$ cat src/rtl/l1_data_ldst_request_unit_pkg.sv
// Shared encodings for the L1 data load/store request unit: access sizes,
// read/write polarity, FSM state codes and the alignment rule.
package l1_data_ldst_request_unit_pkg;

  localparam logic [1:0] ORDER_BYTE = 2'd0;
  localparam logic [1:0] ORDER_HALF = 2'd1;
  localparam logic [1:0] ORDER_WORD = 2'd2;

  localparam logic RW_LOAD  = 1'b0;
  localparam logic RW_STORE = 1'b1;

  localparam logic [2:0] ST_IDLE  = 3'd0;
  localparam logic [2:0] ST_REQ   = 3'd1;
  localparam logic [2:0] ST_WAIT  = 3'd2;
  localparam logic [2:0] ST_OUT   = 3'd3;
  localparam logic [2:0] ST_DRAIN = 3'd4;

  // Reserved size 3 behaves as a word access.
  function automatic logic is_misaligned(input logic [1:0] order, input logic [1:0] addr_lo);
    logic mis;
    case (order)
      ORDER_BYTE: mis = 1'b0;
      ORDER_HALF: mis = addr_lo[0];
      default:    mis = (addr_lo != 2'b00);
    endcase
    return mis;
  endfunction

endpackage

$ cat src/rtl/l1_data_ldst_request_unit_lane_align.sv
// Combinational byte-lane steering: positions store data into its lanes and
// extracts/extends load data from the returned little-endian word.
module l1_data_ldst_lane_align
  import l1_data_ldst_request_unit_pkg::*;
(
  input  logic [1:0]  st_order,
  input  logic [1:0]  st_addr,
  input  logic [31:0] st_data,
  output logic [31:0] st_lane,
  input  logic [1:0]  ld_order,
  input  logic [1:0]  ld_addr,
  input  logic        ld_signed,
  input  logic [31:0] ld_word,
  output logic [31:0] ld_ext
);

  logic [7:0]  ld_byte_s;
  logic [15:0] ld_half_s;

  // Store lane shifter; lanes not covered by the access stay zero.
  always_comb begin
    st_lane = 32'h0000_0000;
    case (st_order)
      ORDER_BYTE: st_lane = {24'h00_0000, st_data[7:0]} << {st_addr, 3'b000};
      ORDER_HALF: st_lane = st_addr[1] ? {st_data[15:0], 16'h0000} : {16'h0000, st_data[15:0]};
      default:    st_lane = st_data;
    endcase
  end

  // Load lane select followed by zero/sign extension.
  always_comb begin
    ld_ext = 32'h0000_0000;
    case (ld_addr)
      2'd0:    ld_byte_s = ld_word[7:0];
      2'd1:    ld_byte_s = ld_word[15:8];
      2'd2:    ld_byte_s = ld_word[23:16];
      default: ld_byte_s = ld_word[31:24];
    endcase
    if (ld_addr[1]) begin
      ld_half_s = ld_word[31:16];
    end else begin
      ld_half_s = ld_word[15:0];
    end
    case (ld_order)
      ORDER_BYTE: ld_ext = {{24{ld_signed & ld_byte_s[7]}}, ld_byte_s};
      ORDER_HALF: ld_ext = {{16{ld_signed & ld_half_s[15]}}, ld_half_s};
      default:    ld_ext = ld_word;
    endcase
  end

endmodule

$ cat src/rtl/l1_data_ldst_request_unit.sv
// Load/store front end of the L1 data cache: one operation in flight, alignment
// check, cache LDST handshake, flush handling and a single completion to execute.
module l1_data_ldst_request_unit
  import l1_data_ldst_request_unit_pkg::*;
#(
  parameter int P_ADDR_W = 32
)(
  input  logic                iCLOCK,
  input  logic                inRESET,
  input  logic                iREMOVE,
  input  logic                iEXE_REQ,
  output logic                oEXE_BUSY,
  input  logic [1:0]          iEXE_ORDER,
  input  logic                iEXE_RW,
  input  logic                iEXE_SIGNED,
  input  logic [31:0]         iEXE_TID,
  input  logic [1:0]          iEXE_MMUMOD,
  input  logic [31:0]         iEXE_PDT,
  input  logic [P_ADDR_W-1:0] iEXE_ADDR,
  input  logic [P_ADDR_W-1:0] iEXE_DATA,
  output logic                oEXE_VALID,
  output logic                oEXE_PAGEFAULT,
  output logic                oEXE_ALIGN_FAULT,
  output logic [13:0]         oEXE_MMU_FLAGS,
  output logic [P_ADDR_W-1:0] oEXE_DATA,
  output logic                oLDST_REQ,
  input  logic                iLDST_BUSY,
  output logic [1:0]          oLDST_ORDER,
  output logic                oLDST_RW,
  output logic [31:0]         oLDST_TID,
  output logic [1:0]          oLDST_MMUMOD,
  output logic [31:0]         oLDST_PDT,
  output logic [P_ADDR_W-1:0] oLDST_ADDR,
  output logic [P_ADDR_W-1:0] oLDST_DATA,
  input  logic                iLDST_VALID,
  input  logic                iLDST_PAGEFAULT,
  input  logic [13:0]         iLDST_MMU_FLAGS,
  input  logic [P_ADDR_W-1:0] iLDST_DATA
);

  logic [2:0]  state_r, state_nxt_s;
  logic        capture_s, misalign_s, resp_take_s;
  logic [31:0] st_lane_s, ld_ext_s;

  logic [1:0]  order_r;
  logic        rw_r, signed_r;
  logic [31:0] tid_r, pdt_r, addr_r, st_data_r;
  logic [1:0]  mmumod_r;

  logic        exe_pf_r, exe_align_r;
  logic [13:0] exe_flags_r;
  logic [31:0] exe_data_r;

  assign capture_s   = (state_r == ST_IDLE) && iEXE_REQ && !iREMOVE;
  assign resp_take_s = (state_r == ST_WAIT) && iLDST_VALID && !iREMOVE;
  assign misalign_s  = is_misaligned(iEXE_ORDER, iEXE_ADDR[1:0]);

  l1_data_ldst_lane_align u_lane_align (
    .st_order  (iEXE_ORDER),
    .st_addr   (iEXE_ADDR[1:0]),
    .st_data   (iEXE_DATA),
    .st_lane   (st_lane_s),
    .ld_order  (order_r),
    .ld_addr   (addr_r[1:0]),
    .ld_signed (signed_r),
    .ld_word   (iLDST_DATA),
    .ld_ext    (ld_ext_s)
  );

  // Next-state logic; a flush in WAIT drains the outstanding response unless it arrives now.
  always_comb begin
    state_nxt_s = state_r;
    case (state_r)
      ST_IDLE: begin
        if (capture_s) begin
          state_nxt_s = misalign_s ? ST_OUT : ST_REQ;
        end else begin
          state_nxt_s = ST_IDLE;
        end
      end
      ST_REQ: begin
        if (iREMOVE) begin
          state_nxt_s = ST_IDLE;
        end else if (!iLDST_BUSY) begin
          state_nxt_s = ST_WAIT;
        end else begin
          state_nxt_s = ST_REQ;
        end
      end
      ST_WAIT: begin
        if (iLDST_VALID) begin
          state_nxt_s = iREMOVE ? ST_IDLE : ST_OUT;
        end else if (iREMOVE) begin
          state_nxt_s = ST_DRAIN;
        end else begin
          state_nxt_s = ST_WAIT;
        end
      end
      ST_DRAIN: begin
        if (iLDST_VALID) begin
          state_nxt_s = ST_IDLE;
        end else begin
          state_nxt_s = ST_DRAIN;
        end
      end
      ST_OUT:  state_nxt_s = ST_IDLE;
      default: state_nxt_s = ST_IDLE;
    endcase
  end

  // State register.
  always_ff @(posedge iCLOCK or negedge inRESET) begin
    if (!inRESET) begin
      state_r <= ST_IDLE;
    end else begin
      state_r <= state_nxt_s;
    end
  end

  // Operation capture; these registers drive the cache request fields directly.
  always_ff @(posedge iCLOCK or negedge inRESET) begin
    if (!inRESET) begin
      order_r   <= 2'd0;
      rw_r      <= 1'b0;
      signed_r  <= 1'b0;
      tid_r     <= 32'h0;
      mmumod_r  <= 2'd0;
      pdt_r     <= 32'h0;
      addr_r    <= 32'h0;
      st_data_r <= 32'h0;
    end else if (capture_s) begin
      order_r   <= iEXE_ORDER;
      rw_r      <= iEXE_RW;
      signed_r  <= iEXE_SIGNED;
      tid_r     <= iEXE_TID;
      mmumod_r  <= iEXE_MMUMOD;
      pdt_r     <= iEXE_PDT;
      addr_r    <= iEXE_ADDR;
      st_data_r <= st_lane_s;
    end
  end

  // Completion payload, held until the next completion; data is zero on any fault or store.
  always_ff @(posedge iCLOCK or negedge inRESET) begin
    if (!inRESET) begin
      exe_pf_r    <= 1'b0;
      exe_align_r <= 1'b0;
      exe_flags_r <= 14'h0;
      exe_data_r  <= 32'h0;
    end else if (capture_s && misalign_s) begin
      exe_pf_r    <= 1'b0;
      exe_align_r <= 1'b1;
      exe_flags_r <= 14'h0;
      exe_data_r  <= 32'h0;
    end else if (resp_take_s) begin
      exe_pf_r    <= iLDST_PAGEFAULT;
      exe_align_r <= 1'b0;
      exe_flags_r <= iLDST_MMU_FLAGS;
      exe_data_r  <= (iLDST_PAGEFAULT || (rw_r == RW_STORE)) ? 32'h0 : ld_ext_s;
    end
  end

  assign oEXE_BUSY        = (state_r != ST_IDLE);
  assign oEXE_VALID       = (state_r == ST_OUT) && !iREMOVE;
  assign oEXE_PAGEFAULT   = exe_pf_r;
  assign oEXE_ALIGN_FAULT = exe_align_r;
  assign oEXE_MMU_FLAGS   = exe_flags_r;
  assign oEXE_DATA        = exe_data_r;

  assign oLDST_REQ    = (state_r == ST_REQ) && !iREMOVE;
  assign oLDST_ORDER  = order_r;
  assign oLDST_RW     = rw_r;
  assign oLDST_TID    = tid_r;
  assign oLDST_MMUMOD = mmumod_r;
  assign oLDST_PDT    = pdt_r;
  assign oLDST_ADDR   = addr_r;
  assign oLDST_DATA   = st_data_r;

endmodule

$ cat config.mk
export PLATFORM = sky130hd
export DESIGN_NAME = l1_data_ldst_request_unit
export DESIGN_NICKNAME = d
export VERILOG_FILES = /design/src/rtl/l1_data_ldst_request_unit_pkg.sv /design/src/rtl/l1_data_ldst_request_unit_lane_align.sv /design/src/rtl/l1_data_ldst_request_unit.sv
export SDC_FILE = /design/constraint.sdc
export NUM_CORES = 1
export LEC_CHECK = 0
export CORE_MARGIN = 5
export CORE_UTILIZATION = 38
export CTS_BUF_LIST = sky130_fd_sc_hd__clkbuf_4 sky130_fd_sc_hd__clkbuf_8 sky130_fd_sc_hd__clkbuf_16
export DETAILED_ROUTE_END_ITERATION = 12
export PLACE_DENSITY = 0.71
export SLEW_MARGIN = 20
export SYNTH_ARGS = -nofsm -noshare
export SYNTH_HDL_FRONTEND = slang
export SYNTH_SLANG_ARGS = --single-unit
export TNS_END_PERCENT = 1
$ cat constraint.sdc
create_clock -name iCLOCK -period 2 [get_ports iCLOCK]
set_input_delay 0.3 -clock iCLOCK [delete_from_list [all_inputs] [get_ports iCLOCK]]
set_output_delay 0.3 -clock iCLOCK [all_outputs]
set_load 0.01 [all_outputs]
Yosys cells after proc, flatten, opt, wreduce, memory -nomap -nowiden. Cells that the tools add are included. W data, S select, Z words.

Flip-flop bits (word level): 185. Bits of input ports: 187. Output and inout port bits: 184. Word-level logic and storage cells: 64.

Equal/unequal tests: 8. Shifts and indexed selects: 1. Multiplexer cells: 24. Bitwise gates (word level): 2. Reductions and logical operators: 16.

Operator list (number): $mux W32 (4); $pmux W32 S2 (2); $shl A8 B5 Y32 (1); $mux W14 (2); $pmux W8 S3 (1); $mux W16 (1); $pmux W3 S4 (1); $mux W2 (5); $mux W3 (3); $logic_and A1 B1 Y1 (7); $eq A2 B1 Y1 const B (3); $eq A3 B2 Y1 const B (2); $logic_not A2 Y1 (3); $mux W1 (4); $reduce_bool A2 Y1 (2); $eq A3 B1 Y1 const B (1); $eq A3 B3 Y1 const B (1); $logic_not A3 Y1 (1); $reduce_bool A3 Y1 (1); $and A1 B1 Y1 (2); $eq A2 B2 Y1 const B (1); $pmux W1 S2 (1); $logic_not A1 Y1 (1); $logic_or A1 B1 Y1 (1).

Longest topological paths before layout.
Depth after elaboration: 7. Mapped depth: 6. Depth with buffers taken out: 4.

Hierarchy. From an unflattened synthesis, not the netlist that was laid out.

Cell total of the unflattened synthesis: 699. Area total of the unflattened synthesis: 8604.5 µm².

Modules (own cells, without submodules): l1_data_ldst_request_unit (times used 1, cells each 509, area an instance 7403.4 µm², sequential area each 4629.4 µm²); l1_data_ldst_lane_align (times used 1, cells each 190, area an instance 1201.2 µm², sequential area each 0.0 µm²).

Worst setup path before layout. No wires, ideal clock.

Path type: flip-flop to flip-flop. Start point: register state_r[0]. End point: register exe_data_r[23], in the netlist oEXE_DATA[23]. Setup time: 0.124 ns. Data arrival time: 1.694 ns. Data required time: 1.876 ns. Setup slack: 0.182 ns. Cell stages (with the launch flop): 7. Buffers on the path: 2. Clock period less this slack: 1.818 ns. Cells stage by stage: dfrtp_1 > or4b_1 > buf_4 > nor2_8 > nor2_4 > buf_6 > a211o_1.

Cells in the longest elaborated chain, start to end: 5. Elaborated cells on any way between the ends: 9. Classes of those cells: eq/ne (1); mux (1); reduce/logical (7).

Ends and longest elaborated chain: from (decl) (line l1_data_ldst_request_unit.sv:41) `logic [2:0] state_r, state_nxt_s;`; from (signal assigned) (line l1_data_ldst_request_unit.sv:116) `state_r <= state_nxt_s;`; $logic_not A3 Y1 (line l1_data_ldst_request_unit.sv:54) `assign capture_s = (state_r == ST_IDLE) && iEXE_REQ && !iREMOVE;`; $logic_and A1 B1 Y1 (2 in series) (line l1_data_ldst_request_unit.sv:54); $logic_and A1 B1 Y1 (line l1_data_ldst_request_unit.sv:150) `end else if (capture_s && misalign_s) begin`; $mux W32 / $reduce_bool A2 Y1 (equally long branches); to (signal assigned) (line l1_data_ldst_request_unit.sv:159) `exe_data_r <= (iLDST_PAGEFAULT || (rw_r == RW_STORE)) ? 32'h0 : ld_ext_s;`; to (decl) (line l1_data_ldst_request_unit.sv:52) `logic [31:0] exe_data_r;`.

Several ways; a longest one is shown, not always the timed one. A chain may end at the register's enable or synchronous reset.

Final worst setup path.
Start point: register addr_r[1], in the netlist oLDST_ADDR[1]. End point: output port oLDST_ADDR[1].

RTL lines: from (decl) (line l1_data_ldst_request_unit.sv:47) `logic [31:0] tid_r, pdt_r, addr_r, st_data_r;`; from (signal assigned) (line l1_data_ldst_request_unit.sv:138) `addr_r <= iEXE_ADDR;`; to (decl) (line l1_data_ldst_request_unit.sv:33) `output logic [P_ADDR_W-1:0] oLDST_ADDR,`.

No word-level cell between the ends.

==> flow_summary.ini <==
[grt]
grt_pass1_wl_mm = 41.7
antenna_found_initial = 1
grtUsageTotal_pct = 22.9
gr-total-overflow = 0
grt_pass1_vias = 7005
grt_max_degree = 60

[placed_design]
gp_congestion = 0.956
place.detailed.hpwl_mm = 21.7
dp_cells = 1289
io_buffers = 370

[cells_and_area]
seq_area_um2 = 4630
fin_cells = 1322
diodes = 0
layout-drive-gt1-share_pct = 18.2
multi_input_area_um2 = 3090
fillers = 1689
final_core_util_pct = 63.1
area_growth_pct = 62.0
fin_nets = 1226

[power]
leakage_uw = 0.00553
powerDensity_nw_per_um2 = 1270
ir_worst_vdd_mv = 0.713
finalPower_uw = 16300

[sta]
fin_setup_tns_ns = 0
finalMaxSlewViolations = 0
finalSetupViolations = 0
period_minus_slack_ns = 1.89
rsz0062_at_grt = false
fmax_mhz = 529
hold_violations = 0
clock_skew_ns = 0.0127
tightest_slew_ns = 0.635
maxSlewHeadroom_pct = 57.6
hold_slack_ns = 0.387
fin_crit_sh_pct = 94.5

[route]
drtIter0Drc = 402
via_count = 6744
wl_per_cell_um = 21.0
ant_nets = 0
drc = 0
routed_via_density = 5.10
first_pass_iters = 5
routed_wl_mm = 27.8

[clock_network]
clk_path_buf_depth = 2
cts_tree = built
htreeDepth = 4
cts.repair_timing.setup_buffer_count = 0
cts_inserted_buffers = 17
cts_root_buffer = clkbuf_16
clock_latency_ns = 0.43
clk_pin_slew_worst_paths_ns = 0.07
cts.sinks = 185

[yosys]
async_reset_ff_share_pct = 100
synth_cell_types = 46
ys_ff_latch = 185
post_synth.cell_area_avg_um2 = 12.1
yosysTopAreaCell = dfrtp_1
synth_top_area_share_pct = 58.4
synth_area_leaders = dfrtp_1 (58%), mux2_2 (15%), nand2_1 (3.7%)
synth-edff-count = 0
synth.net_count = 840
synth_area_um2 = 7930
yosysWarnings = 0
dominantRegCellSynth = dfrtp_1
seq_area_frac_synth_pct = 58.4
synth_cells = 653

[floorplan]
row_count = 52
dieHeight_um = 154
start_util_pct = 38.9
pin_count = 371
die_w_um = 154
dieArea_um2 = 23900
core_area_um2 = 20400

[critical_path]
cp.arrival_ns = 1.59
crit_fanout = 9
reg2reg_slack_ns = 0.17
r2r_end = oEXE_DATA[12]
cp.required_ns = 1.70
r2r_cells = 5
cp-end-kind = output pin
worstSetupPathType = reg -> out
critPathLaunchType = flop
reg2reg_from = state_r[0]

[status]
status = complete, no violations

[worst_hold_path]
hp-class = in -> async

[flow_run]
cap_violations = 0
-- worst max-delay path by stage --
stage	endpoint	slack, ns	from	depth (start not counted)
6_report	oLDST_ADDR[1]	0.11	oLDST_ADDR[1]	2
4_1_cts	oEXE_BUSY	-0.10	state_r[0]	2
3_5_place_dp	oEXE_DATA[12]	-0.25	iREMOVE	6
5_1_grt	oEXE_DATA[11]	0.002	state_r[0]	4
2_1_floorplan	oEXE_DATA[23]	0.18	state_r[0]	6
3_3_place_gp	oEXE_DATA[14]	-0.13	iREMOVE	6
-- report_power, final --
group	internal (µW)	switching [µW]	total [µW]
clock	2020	1600	3630
sequential	5130	842	5970
combinational	4010	2710	6720
-- critical path, cell delays in order, from the launching register on --
cell and delay [ns]:
dfrtp_1 0.43, buf_6 0.18, clkdlybuf4s50_1 0.55
-- cell usage in the layout, fill, tap and decap left out, types with 4 or more instances in the layout --
cell type        netlist  routed
o31ai_1                7       7
nor2_1                 5       5
mux2i_1                8       8
o21ai_0               40      40
a22o_1                 8       8
mux2_2               104     104
a211o_1               16      16
a2bb2oi_1              7       7
dfrtp_1              185     181
nand3b_1               8       8
buf_4                  1      32
inv_1                  4       4
inv_6                  0       6
a21oi_1               34      34
clkdlybuf4s50_1        0     366
nor2b_1                4       4
a32oi_1                9       9
or3_1                  9       9
and2_1                25      25
a22oi_1               14      14
clkbuf_16              0      17
nand3_1                8       8
buf_12                 0       8
a311oi_1               6       6
dfrtp_2                0       4
nand2_1               78      77
-- repair_timing --
item,in CTS,in global routing
setup endpoints to repair,4,6
hold buffers,1,0
cloned,0,0
endpoints found under the hold margin,43,0
gates resized for setup,4,5
-- metrics by stage --
stage	area, µm²	worst slack [ns]
after floorplan	7930	0.182
after global placement	12200	-0.131
after detailed placement	12200	-0.247
after CTS	12800	-0.103
after global routing	12800	0.00150
final	12800	0.111
-- metal layers --
metal | wire length, µm | global-route usage (%) | vias to the layer above
met5 | 13 | 0 | -
met2 | 14300 | 40.2 | 312
li1 | - | - | 3132
met3 | 2890 | 9.72 | 27
met4 | 398 | 5.26 | 2
met1 | 10200 | 25.8 | 3271
-- cell usage after synthesis (7+ instances only) --
cell type and number:
nand2_1 78, and2_1 25, a22o_1 8, mux2i_1 8
o21ai_0 40, o31ai_1 7, a22oi_1 14, or3_1 9
a2bb2oi_1 7, buf_2 9, a211o_1 16, dfrtp_1 185
a32oi_1 9, mux2_2 104, clkbuf_1 27, nand3b_1 8
a21oi_1 34, nand3_1 8
-- state kept, by name, indices dropped and copies added (netlist names) --
register and cells:
oLDST_ORDER 2, oLDST_RW 1, oEXE_PAGEFAULT 1, oLDST_PDT 32, state_r 3, oLDST_MMUMOD 2, oEXE_DATA 32, oLDST_ADDR 32
oEXE_MMU_FLAGS 14, oLDST_TID 32, signed_r 1, oEXE_ALIGN_FAULT 1, oLDST_DATA 32
-- kinds of logic after synthesis --
group | count (synthesis) | synth area share [%]
flip-flops | 185 | 58.4
AO/OA/AOI/OAI | 153 | 13.0
multiplexers | 112 | 15.8
buffers and inverters | 50 | 2.75
AND/OR/NAND/NOR | 153 | 10.1
-- area by class of cell --
class	instances	share of cell area, %
clock inverter	15	1.59
inverter	5	0.146
tap	270	2.63
clock buffer	17	3.31
sequential	185	36.1
timing repair buffer	412	32.1
multi-input combinational	418	24.1
Power figures use the tool's default switching activity.
